`src/rtl/riscv_issue_ctrl_if.sv`:
```
// Handshake and datapath-control bundle for riscv_issue_ctrl.
// The master side supplies instructions; the slave side is the controller.
interface riscv_issue_ctrl_if #(
  parameter int unsigned CNT_W = 16
) ();
  logic [31:0]      instr_in;
  logic             instr_valid;
  logic             instr_ready;
  logic [4:0]       rs1_addr;
  logic [4:0]       rs2_addr;
  logic [4:0]       rd_addr;
  logic [3:0]       alu_op;
  logic             rf_we;
  logic             illegal;
  logic             busy;
  logic [CNT_W-1:0] retired_cnt;

  modport master (
    output instr_in, instr_valid,
    input  instr_ready, rs1_addr, rs2_addr, rd_addr, alu_op, rf_we, illegal, busy, retired_cnt
  );

  modport slave (
    input  instr_in, instr_valid,
    output instr_ready, rs1_addr, rs2_addr, rd_addr, alu_op, rf_we, illegal, busy, retired_cnt
  );
endinterface

```
`src/rtl/riscv_issue_ctrl.sv`:
```
// Multi-cycle issue controller for R-type integer instructions: instruction FIFO
// feeding an IDLE/DECODE/EXEC/WB sequencer with registered datapath controls.
module riscv_issue_ctrl #(
  parameter int unsigned DEPTH = 4,
  parameter int unsigned CNT_W = 16
) (
  input logic               clk,
  input logic               rst,
  riscv_issue_ctrl_if.slave bus
);

  localparam int unsigned PtrW = $clog2(DEPTH);
  localparam int unsigned CntW = PtrW + 1;
  localparam logic [CntW-1:0] FullCnt = CntW'(DEPTH);

  typedef enum logic [1:0] {StIdle, StDecode, StExec, StWb} state_e;

  state_e           state_q;
  logic [31:0]      ir_q;
  logic [4:0]       rs1_q, rs2_q, rd_q;
  logic [3:0]       alu_op_q;
  logic             rf_we_q, illegal_q;
  logic [CNT_W-1:0] retired_q;

  logic [31:0]     mem_q [DEPTH];
  logic [PtrW-1:0] wr_ptr_q, wr_ptr_d, rd_ptr_q, rd_ptr_d;
  logic [CntW-1:0] count_q, count_d;
  logic            full, push, pop;

  logic [6:0] opcode, funct7;
  logic [2:0] funct3;
  logic       legal;

  // Ready comes from the registered count only, so a same-cycle pop never frees a full FIFO.
  assign full = (count_q == FullCnt);
  assign push = bus.instr_valid && !full;
  assign pop  = (state_q == StIdle) && (count_q != '0);

  always_comb begin
    wr_ptr_d = wr_ptr_q;
    rd_ptr_d = rd_ptr_q;
    count_d  = count_q;
    if (push) wr_ptr_d = wr_ptr_q + 1'b1;
    if (pop)  rd_ptr_d = rd_ptr_q + 1'b1;
    if (push && !pop)      count_d = count_q + 1'b1;
    else if (!push && pop) count_d = count_q - 1'b1;
  end

  always_ff @(posedge clk or posedge rst) begin
    if (rst) begin
      wr_ptr_q <= '0;
      rd_ptr_q <= '0;
      count_q  <= '0;
    end else begin
      wr_ptr_q <= wr_ptr_d;
      rd_ptr_q <= rd_ptr_d;
      count_q  <= count_d;
    end
  end

  // Storage needs no reset: entries are only read behind a non-zero count.
  always_ff @(posedge clk) begin
    if (push) mem_q[wr_ptr_q] <= bus.instr_in;
  end

  assign opcode = ir_q[6:0];
  assign funct3 = ir_q[14:12];
  assign funct7 = ir_q[31:25];

  always_comb begin
    legal = (opcode == 7'b0110011) &&
            ((funct7 == 7'b0000000) ||
             ((funct7 == 7'b0100000) && ((funct3 == 3'b000) || (funct3 == 3'b101))));
  end

  always_ff @(posedge clk or posedge rst) begin
    if (rst) begin
      state_q   <= StIdle;
      ir_q      <= '0;
      rs1_q     <= '0;
      rs2_q     <= '0;
      rd_q      <= '0;
      alu_op_q  <= '0;
      rf_we_q   <= 1'b0;
      illegal_q <= 1'b0;
      retired_q <= '0;
    end else begin
      rf_we_q   <= 1'b0;
      illegal_q <= 1'b0;
      unique case (state_q)
        StIdle: begin
          if (pop) begin
            ir_q    <= mem_q[rd_ptr_q];
            state_q <= StDecode;
          end
        end
        StDecode: begin
          if (legal) begin
            rs1_q    <= ir_q[19:15];
            rs2_q    <= ir_q[24:20];
            rd_q     <= ir_q[11:7];
            alu_op_q <= {ir_q[30], ir_q[14:12]};
            state_q  <= StExec;
          end else begin
            illegal_q <= 1'b1;
            state_q   <= StIdle;
          end
        end
        // Strobes are set on entry to WB so they are visible for exactly the WB cycle.
        StExec: begin
          rf_we_q   <= (rd_q != 5'd0);
          retired_q <= retired_q + 1'b1;
          state_q   <= StWb;
        end
        StWb: begin
          state_q <= StIdle;
        end
        default: state_q <= StIdle;
      endcase
    end
  end

  assign bus.instr_ready = !full;
  assign bus.busy        = (state_q != StIdle) || (count_q != '0);
  assign bus.rs1_addr    = rs1_q;
  assign bus.rs2_addr    = rs2_q;
  assign bus.rd_addr     = rd_q;
  assign bus.alu_op      = alu_op_q;
  assign bus.rf_we       = rf_we_q;
  assign bus.illegal     = illegal_q;
  assign bus.retired_cnt = retired_q;

endmodule
```
`src/flat_wrapper.sv`:
```
// flat-port wrapper written by rule: the top's interface ports become plain ports
module riscv_issue_ctrl_flat 
#(
  parameter int unsigned DEPTH = 4,
  parameter int unsigned CNT_W = 16
)
  (clk, rst, bus_instr_in, bus_instr_valid, bus_instr_ready, bus_rs1_addr, bus_rs2_addr, bus_rd_addr, bus_alu_op, bus_rf_we, bus_illegal, bus_busy, bus_retired_cnt);
  riscv_issue_ctrl_if #(.CNT_W(CNT_W)) bus_i ();
  input logic clk;
  input logic rst;
  input wire logic [$bits(bus_i.instr_in)-1:0] bus_instr_in;
  input wire logic [$bits(bus_i.instr_valid)-1:0] bus_instr_valid;
  output wire logic [$bits(bus_i.instr_ready)-1:0] bus_instr_ready;
  output wire logic [$bits(bus_i.rs1_addr)-1:0] bus_rs1_addr;
  output wire logic [$bits(bus_i.rs2_addr)-1:0] bus_rs2_addr;
  output wire logic [$bits(bus_i.rd_addr)-1:0] bus_rd_addr;
  output wire logic [$bits(bus_i.alu_op)-1:0] bus_alu_op;
  output wire logic [$bits(bus_i.rf_we)-1:0] bus_rf_we;
  output wire logic [$bits(bus_i.illegal)-1:0] bus_illegal;
  output wire logic [$bits(bus_i.busy)-1:0] bus_busy;
  output wire logic [$bits(bus_i.retired_cnt)-1:0] bus_retired_cnt;
  assign bus_i.instr_in = bus_instr_in;
  assign bus_i.instr_valid = bus_instr_valid;
  assign bus_instr_ready = bus_i.instr_ready;
  assign bus_rs1_addr = bus_i.rs1_addr;
  assign bus_rs2_addr = bus_i.rs2_addr;
  assign bus_rd_addr = bus_i.rd_addr;
  assign bus_alu_op = bus_i.alu_op;
  assign bus_rf_we = bus_i.rf_we;
  assign bus_illegal = bus_i.illegal;
  assign bus_busy = bus_i.busy;
  assign bus_retired_cnt = bus_i.retired_cnt;
  riscv_issue_ctrl #(.DEPTH(DEPTH), .CNT_W(CNT_W)) u_core (.clk(clk), .rst(rst), .bus(bus_i));
endmodule
```
`config.mk`:
```
export PLATFORM = sky130hd
export DESIGN_NAME = riscv_issue_ctrl_flat
export DESIGN_NICKNAME = d
export VERILOG_FILES = /design/src/rtl/riscv_issue_ctrl_if.sv /design/src/rtl/riscv_issue_ctrl.sv /design/src/flat_wrapper.sv
export SDC_FILE = /design/constraint.sdc
export NUM_CORES = 1
export LEC_CHECK = 0
export CAP_MARGIN = 20
export CORE_MARGIN = 3
export CORE_UTILIZATION = 41
export DETAILED_ROUTE_END_ITERATION = 8
export PLACE_DENSITY = 0.58
export SLEW_MARGIN = 20
export SYNTH_ARGS = -nofsm -noshare
export SYNTH_HDL_FRONTEND = slang
export SYNTH_SLANG_ARGS = --single-unit
```
`constraint.sdc`:
```
create_clock -name clk -period 5.13 [get_ports clk]
set_input_delay 1.539 -clock clk [delete_from_list [all_inputs] [get_ports clk]]
set_output_delay 1.539 -clock clk [all_outputs]
set_load 0.03 [all_outputs]
```
Word-level counts from Yosys, hierarchy flattened
Memory sizes are Yosys's and may differ from the RTL's. A register that Yosys moved wholly into a read port is not among the register bits.
Index checks and enable logic that the tools add are counted.
Widths: inputs -> output; s select.

storage, ports and cells
  RAM bits = 128
  input port bits = 35
  register bits after elaboration = 46
  memories kept = 1

operators by class
  eq/ne operators = 8
  reductions and logical operators = 21
  muxes and demuxes = 10
  add/sub/neg operators = 5

memories
  name          depth  bits a word  read ports  clocked after Yosys merged registers in  write ports  RTL line                text
  u_core.mem_q  4      32           1           1                                        1            riscv_issue_ctrl.sv:25  logic [31:0] mem_q [DEPTH];

operators by type and width
  kind                   number
  $add 16x1->16 const B  1
  $eq 7x6->1 const B     2
  $pmux 2 s4             1
  $logic_not 7->1        1
  $eq 3x3->1 const B     2
  $logic_and 1x1->1      6
  $mux 3                 2
  $mux 1                 5
  $reduce_bool 5->1      1
  $add 2x1->2 const B    2
  $eq 2x2->1 const B     2
  $mux 2                 2
  $reduce_and 2->1       2
  $reduce_bool 2->1      2
  $add 3x1->3 const B    1
  $logic_not 1->1        3
  $logic_not 3->1        1
  $logic_or 1x1->1       3
  $reduce_bool 3->1      1
  $sub 3x1->3 const B    1
  $eq 2x1->1 const B     1
  $logic_not 2->1        1
  $ne 2x1->1 const B     1

Longest topological paths before layout
  word-level depth = 7
  gate-level depth with buffers = 10
  depth with buffers taken out = 9

Worst setup path before layout
No wires, ideal clock.

  path kind = input to register
  from = input port bus_instr_valid
  to = register u_core.count_q[2]
  arrival time = 2.714 ns
  path buffers = 0
  data required time = 5.051 ns
  setup time = 0.079 ns
  path slack = 2.337 ns
  stages on the path = 7
  cells stage by stage = and2_0 -> ha_1 -> inv_1 -> fa_1 -> xor2_1 -> nor2_1 -> xor2_1

between the ends
  cells in the longest elaborated chain, start to end = 4

ends and longest elaborated chain
  what                         RTL line                text
  start, declared              flat_wrapper.sv:12      input wire logic [$bits(bus_i.instr_valid)-1:0] bus_instr_valid;
  $logic_and 1x1->1 (*)        riscv_issue_ctrl.sv:36  assign push = bus.instr_valid && !full;
  $logic_not 1->1              riscv_issue_ctrl.sv:46  else if (!push && pop) count_d = count_q - 1'b1;
  $logic_and 1x1->1            riscv_issue_ctrl.sv:46
  $reduce_bool 2->1 (no line)  -
  end signal, assigned         riscv_issue_ctrl.sv:57  count_q <= count_d;
  end, declared                riscv_issue_ctrl.sv:27  logic [CntW-1:0] count_q, count_d;

Mark *: on every way between the ends. The rest lies on a longest branch, timed or not.
A chain may end at the register's enable or synchronous reset.

Final worst setup path
  from = register u_core.count_q[0]
  to = output port bus_busy

between the ends
  cells in the longest elaborated chain, start to end = 2

ends and longest elaborated chain
  what               RTL line                 text
  $reduce_bool 3->1  riscv_issue_ctrl.sv:124  assign bus.busy = (state_q != StIdle) || (count_q != '0);
  $logic_or 1x1->1   riscv_issue_ctrl.sv:124
  end, declared      flat_wrapper.sv:20       output wire logic [$bits(bus_i.busy)-1:0] bus_busy;

Every way passes these cells.

==> key figures <==
Outcome
  • Status: finished, final reports clean

Drt
  • Post-DRT Antenna Nets: 0
  • WL final: roughly 14000 µm
  • DRC Markers: 0
  • Drt pass-1 iters: 4
  • Avg WL per Cell: 17.9 µm
  • Via count: 3727
  • Vias per inst: around 4.9
  • Starting DRC count in detailed routing: just under 200

Die
  • Die height: ~150 µm
  • Die width: ~150 µm
  • Initial Util: 0.421
  • Site Rows: 50
  • Placeable Area: approximately 0.019 mm²
  • IO Pins: 74
  • Full die area: 0.0211 mm²

STA
  • Worst-Margin Slew: 983 ps
  • Hold Vio Cnt, Final: 0
  • Max_slew headroom: 0.345
  • Hold_ws: 463 ps
  • Final Critical Period: ~3400 ps
  • Max Slew Vio Count: 0
  • Max Fclk: 291 MHz
  • RSZ-0062 raised after global routing: false
  • Final setup vio count: 0
  • Setup Skew: 9.88 ps
  • Period utilization: 0.670
  • Setup TNS: 0 ps

Placed design
  • Placer Congestion: about 0.7
  • Area post-placement: ~0.0089 mm²
  • Hpwl dp: about 8500 µm
  • PortBufs: 73

Logic synthesis
  • Syn Nets: 440
  • Synth area leader: edfxtp_1
  • Area of the mapped netlist: ~0.008 mm²
  • Synth Instances: approximately 400
  • Yosys cell types: 34
  • Area share of the largest cell type after synthesis: 0.484
  • Yosys warning count: 0
  • Synth area leaders: edfxtp_1, dfrtp_1, mux4_2
  • Sequential element share of the synthesized area: 0.729
  • Syn Area/Cell: 20.0 µm²
  • Flops & latches, synth: slightly above 200

Job
  • Max_cap viols: 0

Clocking
  • Post-CTS Hold Fix Bufs: 0
  • Worst skew pair latency: about 500 ps
  • Post-CTS setup buffer count: 0
  • TritonCTS clock tree: done
  • Clock Tree Root: clkbuf_16
  • Num CTS Buffers: 22
  • CTS resizes: 0
  • CTS Sinks: about 200
  • Clock Path Buffers: 3
  • Clk slew on worst S/H paths: about 60 ps
  • Level count of the clock H-tree: 1

Global routing
  • Largest net degree at the start of global routing: 41
  • Number of global-route vias before repair: between 3000 and 4000
  • Initial antenna violation count: 0
  • First-pass GRT wire length: 22200 µm
  • Grt ovf: 0
  • Gr usage total: 0.131

Worst setup path
  • Critical path endpoint category: output port
  • CP required: between 3000 and 4000 ps
  • Startpoint types: register
  • CP delay by family, top: buffers and inverters
  • Slowest CP cell: clkdlybuf4s50_1
  • Reg2reg setup slack: 2280 ps
  • CP Buf/Inv Count: 1
  • Setup CP Type: register to output port
  • CP max stage delay: around 600 ps
  • Crit-path cells: nor3_1 -> nand2_1 -> clkdlybuf4s50_1
  • Worst r2r src: u_core.count_q[0]
  • Reg2Reg Capture Point: u_core.count_q[2]
  • Crit path max fanout: 4
  • Register-to-Register Path Depth: 8
  • WP data arrival: around 1900 ps

Power
  • Static leakage: 3.64 nW
  • Worst VDD drop: between 0.0002 and 0.0003 V
  • P per Cell Area: between 500 and 600 mW/mm²

Final layout
  • Layout cells sized above 1: 0.263
  • Area delta synth->final: 21.5%
  • Fillers: about 1600
  • Net count, final: between 500 and 600
  • Fin area: roughly 0.0097 mm²
  • Antenna Diode Count: 0

Hold path
  • Worst hold endpoint: u_core.bus.retired_cnt[15]
  • Hold wc startpoint: u_core.bus.retired_cnt[15]
  • Hold depth: 1
  • Hold Crit Class: register to register
flip-flops by register name (all words and copies together) (netlist names), named ones only:
| signal | cells |
|---|---|
| u_core.bus.alu_op | 4 |
| u_core.bus.illegal | 1 |
| u_core.bus.rd_addr | 5 |
| u_core.bus.retired_cnt | 16 |
| u_core.bus.rf_we | 1 |
| u_core.bus.rs1_addr | 5 |
| u_core.bus.rs2_addr | 5 |
| u_core.count_q | 3 |
| u_core.ir_q | 32 |
| u_core.mem_q | 128 |
| u_core.rd_ptr_q | 2 |
| u_core.state_q | 1 |
| u_core.wr_ptr_q | 2 |
report_power, final:
group,switching (W),internal (W),leakage [nW],total (W)
registers,0.000208,0.00218,2.17,0.00239
clock network,0.000609,0.000911,0.349,0.00152
logic,0.000514,0.000630,1.12,0.00114
total,0.00133,0.00372,3.64,0.00505
worst max path at each step:
stage                      startpoint                          to  slack, ps  cells after the start
detailed placement    bus_instr_valid           u_core.count_q[2]       1630                      8
global route        u_core.count_q[0]                    bus_busy       1610                      3
global placement      bus_instr_valid           u_core.count_q[2]       1720                      8
floorplan                         rst  asynchronous set/reset pin       1600                      1
finish              u_core.count_q[0]                    bus_busy       1690                      3
CTS                 u_core.count_q[0]                    bus_busy       1660                      3
cell usage after synthesis (all sizes together):
library cell,number
fa,1
and4,2
dfrtp,78
nor3,2
inv,5
nand4b,1
xor2,10
nor4bb,1
xnor2,12
nand3,4
nor4,1
and2,2
mux2,53
nor2,10
nor2b,3
o21ai,1
nand4,2
a21oi,2
nand2b,2
edfxtp,128
clkbuf,3
nand2,14
and3,8
ha,6
or2,1
buf,11
nor4b,1
nand3b,1
nor3b,1
mux4,32
area by class of cell:
type / count / area, µm² / area share
Inverter: 5 / 20.0 / 0.00207
Multi-Input combinational cell: 173 / 2020 / 0.209
Clock buffer: 33 / 676 / 0.0700
Tap cell: 260 / 325 / 0.0337
Sequential cell: 206 / 5800 / 0.601
Clock inverter: 7 / 36.3 / 0.00376
Timing Repair Buffer: 77 / 781 / 0.0809
cells by family (layout without fill, tap and decap cells):
group	after synthesis	count (layout)	share of synthesized area
adders and majority gates	7	7	0.0120
buffers and inverters	19	122	0.0178
AOI/OAI and AO/OA	3	3	0.00189
DFF	206	206	0.729
and+or+nand+nor	56	56	0.0400
xor gates and xnor gates	22	22	0.0242
muxes	85	85	0.175
cells in the final DEF, fill, tap and decap left out, types with 3 or more instances in the layout:
master | Yosys | layout
nand3_1 | 4 | 4
edfxtp_1 | 128 | 128
nor2b_1 | 3 | 3
xor2_1 | 10 | 10
xnor2_1 | 12 | 12
mux2_2 | 34 | 34
and3_1 | 8 | 4
clkinv_2 | 0 | 4
inv_1 | 5 | 4
nor2_1 | 10 | 10
nand2_1 | 14 | 14
mux4_2 | 32 | 32
and3_2 | 0 | 4
ha_1 | 6 | 6
clkbuf_16 | 0 | 25
clkdlybuf4s50_1 | 0 | 73
buf_4 | 0 | 3
dfrtp_1 | 78 | 77
clkbuf_1 | 3 | 6
mux2_4 | 19 | 19
worst register-to-register path, stage by stage, from the launching register on:
cell	delay, ps
dfrtp_1	430
nor3_1	280
nand2b_2	830
ha_1	320
inv_1	70
fa_1	380
xor2_1	150
nor2_1	130
xor2_1	180
per-layer routing:
metal / GRT usage / wire [µm] / vias to the layer above
met5: 0 / 0 / -
met4: 0.0309 / 286 / 0
met3: 0.0262 / 549 / 25
met2: 0.214 / 6620 / 83
met1: 0.185 / 6200 / 1921
li1: - / - / 1698
per-stage QoR:
stage / utilization / setup slack [ps] / power [W] / cells
floorplan: - / 1600 / 0.00333 / 398
global placement: 0.472 / 1720 / 0.00356 / 720
detailed placement: 0.473 / 1630 / 0.00361 / 721
CTS: 0.511 / 1660 / 0.00514 / 761
global route: 0.511 / 1610 / 0.00534 / 761
finish: 0.511 / 1690 / 0.00505 / 761
No activity file was read; power rests on OpenSTA's default activity.
